--- config.mk ---
export PLATFORM = sky130hd
export DESIGN_NAME = pipelined_addsub
export DESIGN_NICKNAME = d
export VERILOG_FILES = /design/src/rtl/alu_pkg.sv /design/src/rtl/addsub_limb_stage.sv /design/src/rtl/pipelined_addsub.sv
export SDC_FILE = /design/constraint.sdc
export NUM_CORES = 1
export LEC_CHECK = 0
export CAP_MARGIN = 25
export CORE_UTILIZATION = 40
export DETAILED_ROUTE_END_ITERATION = 16
export HOLD_SLACK_MARGIN = 0.06
export PLACE_DENSITY = 0.7
export SKIP_LAST_GASP = 1
export SLEW_MARGIN = 0
export SYNTH_ARGS = -nofsm -noshare
export SYNTH_HDL_FRONTEND = slang
export SYNTH_SLANG_ARGS = --single-unit
--- constraint.sdc ---
create_clock -name clk -period 4.5 [get_ports clk]
set_clock_uncertainty 0.1 [all_clocks]
set_input_delay 0.9 -clock clk [delete_from_list [all_inputs] [get_ports clk]]
set_output_delay 0.9 -clock clk [all_outputs]
set_load 0.005 [all_outputs]
--- src/rtl/alu_pkg.sv ---
// Shared types and helpers for the pipelined add/subtract unit.
//   op_e        : operation select (add / subtract)
//   limb_width  : bits resolved per pipeline stage, ceil((size+1)/stages)
//   sat_max/min : SIZE-bit signed range limits, returned as 64-bit two's complement
package alu_pkg;

  typedef enum logic {
    OP_ADD = 1'b0,
    OP_SUB = 1'b1
  } op_e;

  function automatic int unsigned limb_width(int unsigned size, int unsigned stages);
    return (size + stages) / stages;
  endfunction

  function automatic logic [63:0] sat_max(int unsigned size);
    return (64'd1 << (size - 1)) - 64'd1;
  endfunction

  function automatic logic [63:0] sat_min(int unsigned size);
    return ~sat_max(size);
  endfunction

endpackage

--- src/rtl/addsub_limb_stage.sv ---
// One registered limb of the ripple-carry pipeline.
// Adds limb LimbIdx of the (pre-inverted) operands with the incoming carry, writes it into
// the partial result, and registers carry, operands, partial result, tag and valid.
// Ports:
//   clk_i, rst_ni        clock, asynchronous active-low reset
//   en_i                 global advance enable (0 = hold every register)
//   valid_i/valid_o      stage occupancy
//   carry_i/carry_o      carry into / out of this limb
//   a_i, b_i / a_o, b_o  padded operands, skewed forward unchanged
//   sum_i / sum_o        partial result; lower limbs already resolved
//   tag_i / tag_o        opaque user tag
module addsub_limb_stage #(
  parameter int unsigned Width   = 10,
  parameter int unsigned LimbW   = 5,
  parameter int unsigned LimbIdx = 0,
  parameter int unsigned TagW    = 4
) (
  input  logic             clk_i,
  input  logic             rst_ni,
  input  logic             en_i,
  input  logic             valid_i,
  input  logic             carry_i,
  input  logic [Width-1:0] a_i,
  input  logic [Width-1:0] b_i,
  input  logic [Width-1:0] sum_i,
  input  logic [TagW-1:0]  tag_i,
  output logic             valid_o,
  output logic             carry_o,
  output logic [Width-1:0] a_o,
  output logic [Width-1:0] b_o,
  output logic [Width-1:0] sum_o,
  output logic [TagW-1:0]  tag_o
);

  localparam int unsigned Lo = LimbIdx * LimbW;

  logic             valid_q, valid_d;
  logic             carry_q, carry_d;
  logic [Width-1:0] a_q, a_d;
  logic [Width-1:0] b_q, b_d;
  logic [Width-1:0] sum_q, sum_d;
  logic [TagW-1:0]  tag_q, tag_d;
  logic [LimbW:0]   limb_sum;

  // This limb of sum_i has not been resolved yet and is always overwritten here.
  logic unused_limb;
  assign unused_limb = ^sum_i[Lo +: LimbW];

  always_comb begin
    limb_sum = {1'b0, a_i[Lo +: LimbW]} + {1'b0, b_i[Lo +: LimbW]} + {{LimbW{1'b0}}, carry_i};
    valid_d  = valid_q;
    carry_d  = carry_q;
    a_d      = a_q;
    b_d      = b_q;
    sum_d    = sum_q;
    tag_d    = tag_q;
    if (en_i) begin
      valid_d              = valid_i;
      carry_d              = limb_sum[LimbW];
      a_d                  = a_i;
      b_d                  = b_i;
      sum_d                = sum_i;
      sum_d[Lo +: LimbW]   = limb_sum[LimbW-1:0];
      tag_d                = tag_i;
    end
  end

  always_ff @(posedge clk_i or negedge rst_ni) begin
    if (!rst_ni) begin
      valid_q <= 1'b0;
      carry_q <= 1'b0;
      a_q     <= '0;
      b_q     <= '0;
      sum_q   <= '0;
      tag_q   <= '0;
    end else begin
      valid_q <= valid_d;
      carry_q <= carry_d;
      a_q     <= a_d;
      b_q     <= b_d;
      sum_q   <= sum_d;
      tag_q   <= tag_d;
    end
  end

  assign valid_o = valid_q;
  assign carry_o = carry_q;
  assign a_o     = a_q;
  assign b_o     = b_q;
  assign sum_o   = sum_q;
  assign tag_o   = tag_q;

endmodule

--- src/rtl/pipelined_addsub.sv ---
// Signed add/subtract unit, ripple-carry pipelined over STAGES limbs with valid/ready flow.
// Result is SIZE+1 bits (exact); overflow flags a result outside the SIZE-bit signed range.
// Optional: define ADDSUB_SATURATE_EN to clamp overflowing results to the SIZE-bit range.
// Ports:
//   clk, rst_n            clock, asynchronous active-low reset
//   in_valid/in_ready     input handshake; in_ready = !out_valid | out_ready
//   op_sub                0: a+b, 1: a-b
//   a, b, in_tag          signed operands and pass-through tag
//   out_valid/out_ready   output handshake
//   result, overflow      sign-extended result and SIZE-bit overflow flag
//   out_tag               tag of the operation in result
module pipelined_addsub
  import alu_pkg::*;
#(
  parameter int unsigned SIZE   = 8,
  parameter int unsigned STAGES = 2,
  parameter int unsigned TAG_W  = 4
) (
  input  logic             clk,
  input  logic             rst_n,
  input  logic             in_valid,
  output logic             in_ready,
  input  logic             op_sub,
  input  logic [SIZE-1:0]  a,
  input  logic [SIZE-1:0]  b,
  input  logic [TAG_W-1:0] in_tag,
  output logic             out_valid,
  input  logic             out_ready,
  output logic [SIZE:0]    result,
  output logic             overflow,
  output logic [TAG_W-1:0] out_tag
);

  localparam int unsigned ResW  = SIZE + 1;
  localparam int unsigned LimbW = limb_width(SIZE, STAGES);
  // Operands are sign-extended past ResW so every limb has full width; the low ResW bits
  // of the padded sum equal the exact result.
  localparam int unsigned PadW  = LimbW * STAGES;

  op_e             op;
  logic            advance;
  logic [PadW-1:0] b_ext;

  logic             valid_c [STAGES+1];
  logic             carry_c [STAGES+1];
  logic [PadW-1:0]  a_c     [STAGES+1];
  logic [PadW-1:0]  b_c     [STAGES+1];
  logic [PadW-1:0]  sum_c   [STAGES+1];
  logic [TAG_W-1:0] tag_c   [STAGES+1];

  logic [ResW-1:0] sum_fin;

  // Stall is global: nothing moves while the output is held.
  assign advance  = !out_valid || out_ready;
  assign in_ready = advance;

  assign op         = op_e'(op_sub);
  assign b_ext      = {{(PadW - SIZE){b[SIZE-1]}}, b};
  assign valid_c[0] = in_valid;
  assign carry_c[0] = (op == OP_SUB);
  assign a_c[0]     = {{(PadW - SIZE){a[SIZE-1]}}, a};
  assign b_c[0]     = (op == OP_SUB) ? ~b_ext : b_ext;
  assign sum_c[0]   = '0;
  assign tag_c[0]   = in_tag;

  for (genvar k = 0; k < STAGES; k++) begin : g_stage
    addsub_limb_stage #(
      .Width  (PadW),
      .LimbW  (LimbW),
      .LimbIdx(k),
      .TagW   (TAG_W)
    ) u_stage (
      .clk_i  (clk),
      .rst_ni (rst_n),
      .en_i   (advance),
      .valid_i(valid_c[k]),
      .carry_i(carry_c[k]),
      .a_i    (a_c[k]),
      .b_i    (b_c[k]),
      .sum_i  (sum_c[k]),
      .tag_i  (tag_c[k]),
      .valid_o(valid_c[k+1]),
      .carry_o(carry_c[k+1]),
      .a_o    (a_c[k+1]),
      .b_o    (b_c[k+1]),
      .sum_o  (sum_c[k+1]),
      .tag_o  (tag_c[k+1])
    );
  end

  // Final carry and skewed operands have no consumer past the last stage.
  logic unused_tail;
  assign unused_tail = ^{carry_c[STAGES], a_c[STAGES], b_c[STAGES]};

  if (PadW > ResW) begin : g_pad
    logic unused_pad;
    assign unused_pad = ^sum_c[STAGES][PadW-1:ResW];
  end

`ifdef ADDSUB_SATURATE_EN
  localparam logic [63:0] SatMax = sat_max(SIZE);
  localparam logic [63:0] SatMin = sat_min(SIZE);
`endif

  always_comb begin
    sum_fin  = sum_c[STAGES][ResW-1:0];
    overflow = sum_fin[SIZE] ^ sum_fin[SIZE-1];
`ifdef ADDSUB_SATURATE_EN
    if (overflow) begin
      result = sum_fin[SIZE] ? SatMin[ResW-1:0] : SatMax[ResW-1:0];
    end else begin
      result = sum_fin;
    end
`else
    result = sum_fin;
`endif
  end

  assign out_valid = valid_c[STAGES];
  assign out_tag   = tag_c[STAGES];

endmodule

==> results of run 1 <==
[Yosys cell counts (all sizes together) (2+ instances only)]
cell | instances | area [sq um]
nand2 | 61 | 229
nor2b | 3 | 18.8
ha | 7 | 87.6
dfrtp | 31 | 776
buf | 6 | 36.3
fa | 3 | 60.1
nor2 | 4 | 15.0
xnor2 | 5 | 43.8
inv | 6 | 22.5
a21oi | 4 | 20.0
xor2 | 6 | 52.6
nand2b | 2 | 12.5
o21ai | 7 | 35.0
a31oi | 3 | 18.8
[routing by layer]
| metal | up-vias | track usage | routed length (microns) |
|---|---|---|---|
| met1 | 587 | 0.177 | 1220 |
| met4 | 0 | 0.103 | 81 |
| met5 | - | 0 | 0 |
| li1 | 607 | - | - |
| met2 | 36 | 0.310 | 1570 |
| met3 | 9 | 0.0571 | 175 |
[layout make-up]
class / instances / area, sq um
Timing Repair Buffer: 43 / 423
Clock buffer: 6 / 82.6
Fill cell: 358 / 1580
Sequential cell: 31 / 776
Multi-Input combinational cell: 118 / 704
Inverter: 7 / 26.3
Tap cell: 48 / 60.1
Clock inverter: 2 / 35.0
[cell families after synthesis]
family,after synthesis
compound gates,18
simple gates,77
flops,31
mux,2
fa+ha+maj,10
xor+xnor,11
buf+inv,14
[worst min-delay path by stage]
| stage | from | endpoint | slack (ns) | cells after the start |
|---|---|---|---|---|
| floorplan | g_stage[0].u_stage.valid_o | g_stage[0].u_stage.valid_o | 0.33 | 2 |
| detailed placement | g_stage[1].u_stage.tag_o[0] | g_stage[1].u_stage.tag_o[0] | 0.36 | 2 |
| CTS | g_stage[1].u_stage.tag_o[0] | g_stage[1].u_stage.tag_o[0] | 0.37 | 2 |
| global placement | g_stage[0].u_stage.valid_o | g_stage[0].u_stage.valid_o | 0.35 | 2 |
| global route | g_stage[0].u_stage.valid_o | g_stage[1].u_stage.valid_o | 0.39 | 1 |
| finish | g_stage[1].u_stage.tag_o[0] | g_stage[1].u_stage.tag_o[0] | 0.37 | 2 |
[through the flow]
step,instance area (sq um),hold WS (ns),total power (uW),setup slack (ns)
final,2110,0.365,947,1.47
after global placement,1990,0.348,658,1.46
after floorplan,1540,0.330,518,2.03
after global routing,2110,0.389,1010,1.41
after CTS,2110,0.370,959,1.46
after detailed placement,1990,0.355,675,1.38
[where the power goes]
part | switching, uW | internal, uW
logic | 117 | 163
clock network | 104 | 179
registers | 39.0 | 344
total | 260 | 686
[registers in the layout, indices dropped and copies added (netlist names)]
signal and count:
g_stage.u_stage.carry_o 1, g_stage.u_stage.tag_o 8, g_stage.u_stage.sum_o 14, g_stage.u_stage.valid_o 2
g_stage.u_stage.a_o 3, g_stage.u_stage.b_o 3
[critical path: cells and delay by family]
kind | cells | cell delay [ns]
simple gates | 1 | 0.15
buf+inv | 3 | 0.98
==> results.json, run 1 <==
{
  "synth-simple-area-share": 0.209,
  "synth_top_family_by_area": "simple AND/OR/NAND/NOR gates",
  "cts-root-buf": "clkbuf_8",
  "die_y_microns": 64.1,
  "period_share": 0.674,
  "yosysWarningCount": 0,
  "dr_total_vias": 1239,
  "core-area_sq_um": 3690,
  "drcViolationCount": 0,
  "gp_congestion": 0.801,
  "rsz0062_at_grt": "no",
  "hold_violations": 0,
  "h-tree-depth": 2,
  "place_hpwl_mm": 2.26,
  "status": "finished clean",
  "peakVddDrop_mv": 0.239,
  "r2r_end": "g_stage[1].u_stage.sum_o[6]",
  "syn_avg_cell_area_sq_um": 9.47,
  "gr-total-overflow": 0,
  "ctsHoldBuffers": 0,
  "viasPerCell": 4.86,
  "numCtsBuffers": 5,
  "crit_chain": "clkdlybuf4s50_1, nor2b_2, clkinv_1, clkdlybuf4s50_1",
  "start_util": 0.419,
  "crit_path_start_kind": "input pin",
  "min_period_ns": 3.03,
  "cts_setup_buffers": 0,
  "stdcell_count": 255,
  "timing.fmax_ghz": 0.330,
  "r2r-start": "g_stage[0].u_stage.a_o[5]",
  "worst_r2r_path_depth": 6,
  "worst_slew_pin_slew_ns": 0.410,
  "most-common-layout-cells": "61 x nand2_1, 40 x clkdlybuf4s50_1, 31 x dfrtp_1",
  "yosys_most_used_dff": "dfrtp_1",
  "diodes": 0,
  "cts_tree": "done",
  "yosysUniqueCellTypes": 30,
  "finalNetCount": 241,
  "endpoint_kind": "primary output",
  "syn_inst": 163,
  "postRouteAntennaNets": 0,
  "rrSetupSlack_ns": 2.83,
  "synth_edf_count": 0,
  "drive_above_1_share": 0.0628,
  "ys_ff_latch": 31,
  "critical_path_required_ns": 3.50,
  "synthMuxAreaShare": 0.0162,
  "first_pass_iters": 4,
  "crit_type": "input pin to primary output",
  "worstPathArrival_ns": 2.03,
  "grt_util_all_layers": 0.174,
  "post-route-util": 0.571,
  "place_inst": 247,
  "maxCapViolCount": 0,
  "antenna_found_initial": 0,
  "endpoint": "in_ready",
  "synthAdderAreaFrac": 0.0956,
  "syn-num-nets": 198,
  "grt_pass1_vias": 1269,
  "maxSlewViolCount": 0,
  "die_x_microns": 64.1,
  "clockBufferDepth": 2,
  "insertion_delay_ns": 0.29,
  "power.density_nw_per_um2": 449,
  "path_clk_slew_ns": 0.06,
  "cts.sinks": 31,
  "p_leak_uw": 0.000998,
  "routed_wirelength_mm": 3.05,
  "grt_start_max_net_pins": 34,
  "slowest_delay_ns": 0.45,
  "yosysSeqAreaShare": 0.502,
  "cpMostUsedCell": "clkdlybuf4s50_1",
  "grt_pass1_wl_mm": 5.26,
  "numPortBuffers": 40,
  "fp-row-count": 22,
  "critPathMaxFanout": 2,
  "die-area_sq_um": 4110,
  "crit_start": "out_ready",
  "relSlewSlack": 0.726,
  "cts.repair.resized": 0,
  "boundaryPins": 41,
  "fin_tns_setup_ns": 0,
  "synth_xor_area_frac": 0.0624,
  "setup_viol": 0,
  "synthArstFlopShare": 1.00,
  "drtIter0Drc": 35,
  "avgRoutedWirePerCell_microns": 11.9,
  "hold_path_class": "flop to flop",
  "cpMaxStageDelayCell": "clkdlybuf4s50_1",
  "areaGrowthSynthToFinish_pct": 36.5,
  "synth_compound_area_frac": 0.0713,
  "final_common_cell": "nand2_1",
  "syn_area_sq_um": 1540
}
Note: power is estimated with default switching activity, not from simulation.
==> run 2, diff against run 1 <==
==> constraint.sdc (replaced) <==
create_clock -name clk -period 3 [get_ports clk]
set_clock_uncertainty 0.1 [all_clocks]
set_input_delay 0.6 -clock clk [delete_from_list [all_inputs] [get_ports clk]]
set_output_delay 0.6 -clock clk [all_outputs]
set_load 0.005 [all_outputs]
==> run 2 against run 1 <==
Effect of this change: final area grew 0.36%; critical path depth stayed put; via count down 2.3%; register-to-register slack got worse by 1.5 ns; largest power group unchanged.
==> results.json, run 2 (same netlist as run 1, synthesis figures left out) <==
{
  "hold_depth": 2,
  "power.density_nw_per_um2": 671,
  "grt_util_all_layers": 0.180,
  "critPathMaxFanout": 2,
  "die_y_microns": 64.1,
  "fin_tns_setup_ns": 0,
  "crit_type": "input pin to primary output",
  "p_leak_uw": 0.00100,
  "start_util": 0.419,
  "place_hpwl_mm": 2.26,
  "path_clk_slew_ns": 0.07,
  "h-tree-depth": 2,
  "period_share": 0.812,
  "numCtsBuffers": 5,
  "worst_r2r_path_depth": 6,
  "maxSlewViolCount": 0,
  "cts-root-buf": "clkbuf_8",
  "cts_setup_buffers": 0,
  "largest_reg_flops": 14,
  "dr_total_vias": 1210,
  "ctsHoldBuffers": 0,
  "core-area_sq_um": 3690,
  "rrSetupSlack_ns": 1.31,
  "final_cell_area_sq_um": 2110,
  "drtIter0Drc": 75,
  "drcViolationCount": 0,
  "areaGrowthSynthToFinish_pct": 37.0,
  "insertion_delay_ns": 0.28,
  "avgRoutedWirePerCell_microns": 12.0,
  "numPortBuffers": 40,
  "setup_viol": 0,
  "diodes": 0,
  "final_common_cell": "nand2_1",
  "peakVddDrop_mv": 0.325,
  "clockBufferDepth": 2,
  "antenna_found_initial": 0,
  "totalPowerFinal_uw": 1420,
  "crit_path_start_kind": "input pin",
  "hold_path_class": "flop to flop",
  "finalNetCount": 242,
  "timing.fmax_ghz": 0.411,
  "routed_wirelength_mm": 3.08,
  "boundaryPins": 41,
  "worst_slew_pin_slew_ns": 0.382,
  "most-common-layout-cells": "61 x nand2_1, 40 x clkdlybuf4s50_1, 31 x dfrtp_1",
  "drive_above_1_share": 0.0673,
  "endpoint_kind": "primary output",
  "die-area_sq_um": 4110,
  "gr-total-overflow": 0,
  "maxCapViolCount": 0,
  "worstPathArrival_ns": 1.74,
  "gp_congestion": 0.792,
  "grt_start_max_net_pins": 34,
  "fp-row-count": 22,
  "min_period_ns": 2.44,
  "cts_tree": "done",
  "fillers": 340,
  "die_x_microns": 64.1,
  "grt_pass1_vias": 1258,
  "hold_violations": 0,
  "relSlewSlack": 0.745,
  "postRouteAntennaNets": 0,
  "first_pass_iters": 4,
  "grt_pass1_wl_mm": 5.51,
  "viasPerCell": 4.73,
  "holdWs_ns": 0.364,
  "cts.sinks": 31,
  "status": "finished clean",
  "cts.repair.resized": 0,
  "dpl_cell_area_sq_um": 2000,
  "critical_path_required_ns": 2.30,
  "rsz0062_at_grt": "no"
}
==> run 2: final timing paths <==
check                                       startpoint                          end
max                                          out_ready                     in_ready
min                        g_stage[1].u_stage.sum_o[0]  g_stage[1].u_stage.sum_o[0]
max reg2reg                  g_stage[0].u_stage.a_o[5]  g_stage[1].u_stage.sum_o[6]
min reg2reg                g_stage[1].u_stage.sum_o[0]  g_stage[1].u_stage.sum_o[0]
max in group asynchronous                        rst_n    g_stage[0].u_stage.b_o[5]
min in group asynchronous                        rst_n  g_stage[0].u_stage.tag_o[2]
==> run 2: worst max-delay path, cell delays in order <==
cell             delay, ns
clkdlybuf4s50_1       0.45
nor2b_2               0.15
clkinv_1              0.09
clkdlybuf4s50_1       0.45
==> run 2: stage by stage <==
| step | utilization | worst slack [ns] | std cells |
|---|---|---|---|
| floorplan | - | 0.886 | 163 |
| global route | 0.573 | 0.493 | 256 |
| finish | 0.573 | 0.564 | 256 |
| global placement | 0.541 | 0.429 | 248 |
| detailed placement | 0.541 | 0.332 | 248 |
| CTS | 0.573 | 0.548 | 256 |
==> run 2: layer usage <==
layer | routed length [microns] | up-vias | global-route usage
met1 | 1280 | 557 | 0.203
met3 | 151 | 9 | 0.0571
li1 | - | 608 | -
met5 | 0 | - | 0
met4 | 95 | 0 | 0.106
met2 | 1560 | 36 | 0.298
==> run 2: area by class of cell <==
type | instances | area (sq um) | share of cell area
flip-flops and latches | 31 | 776 | 0.367
inverters | 7 | 26.3 | 0.0124
multi-input cells | 118 | 704 | 0.333
well taps | 48 | 60.1 | 0.0284
clock inverters | 2 | 35.0 | 0.0166
repair buffers | 44 | 430 | 0.204
clock buffers | 6 | 82.6 | 0.0391
==> run 2: power by group <==
part	switching (uW)	leakage, uW	internal [uW]	total [uW]
clock	152	0.0000612	268	420
sequential	58.6	0.000371	517	575
combinational	177	0.000571	247	424
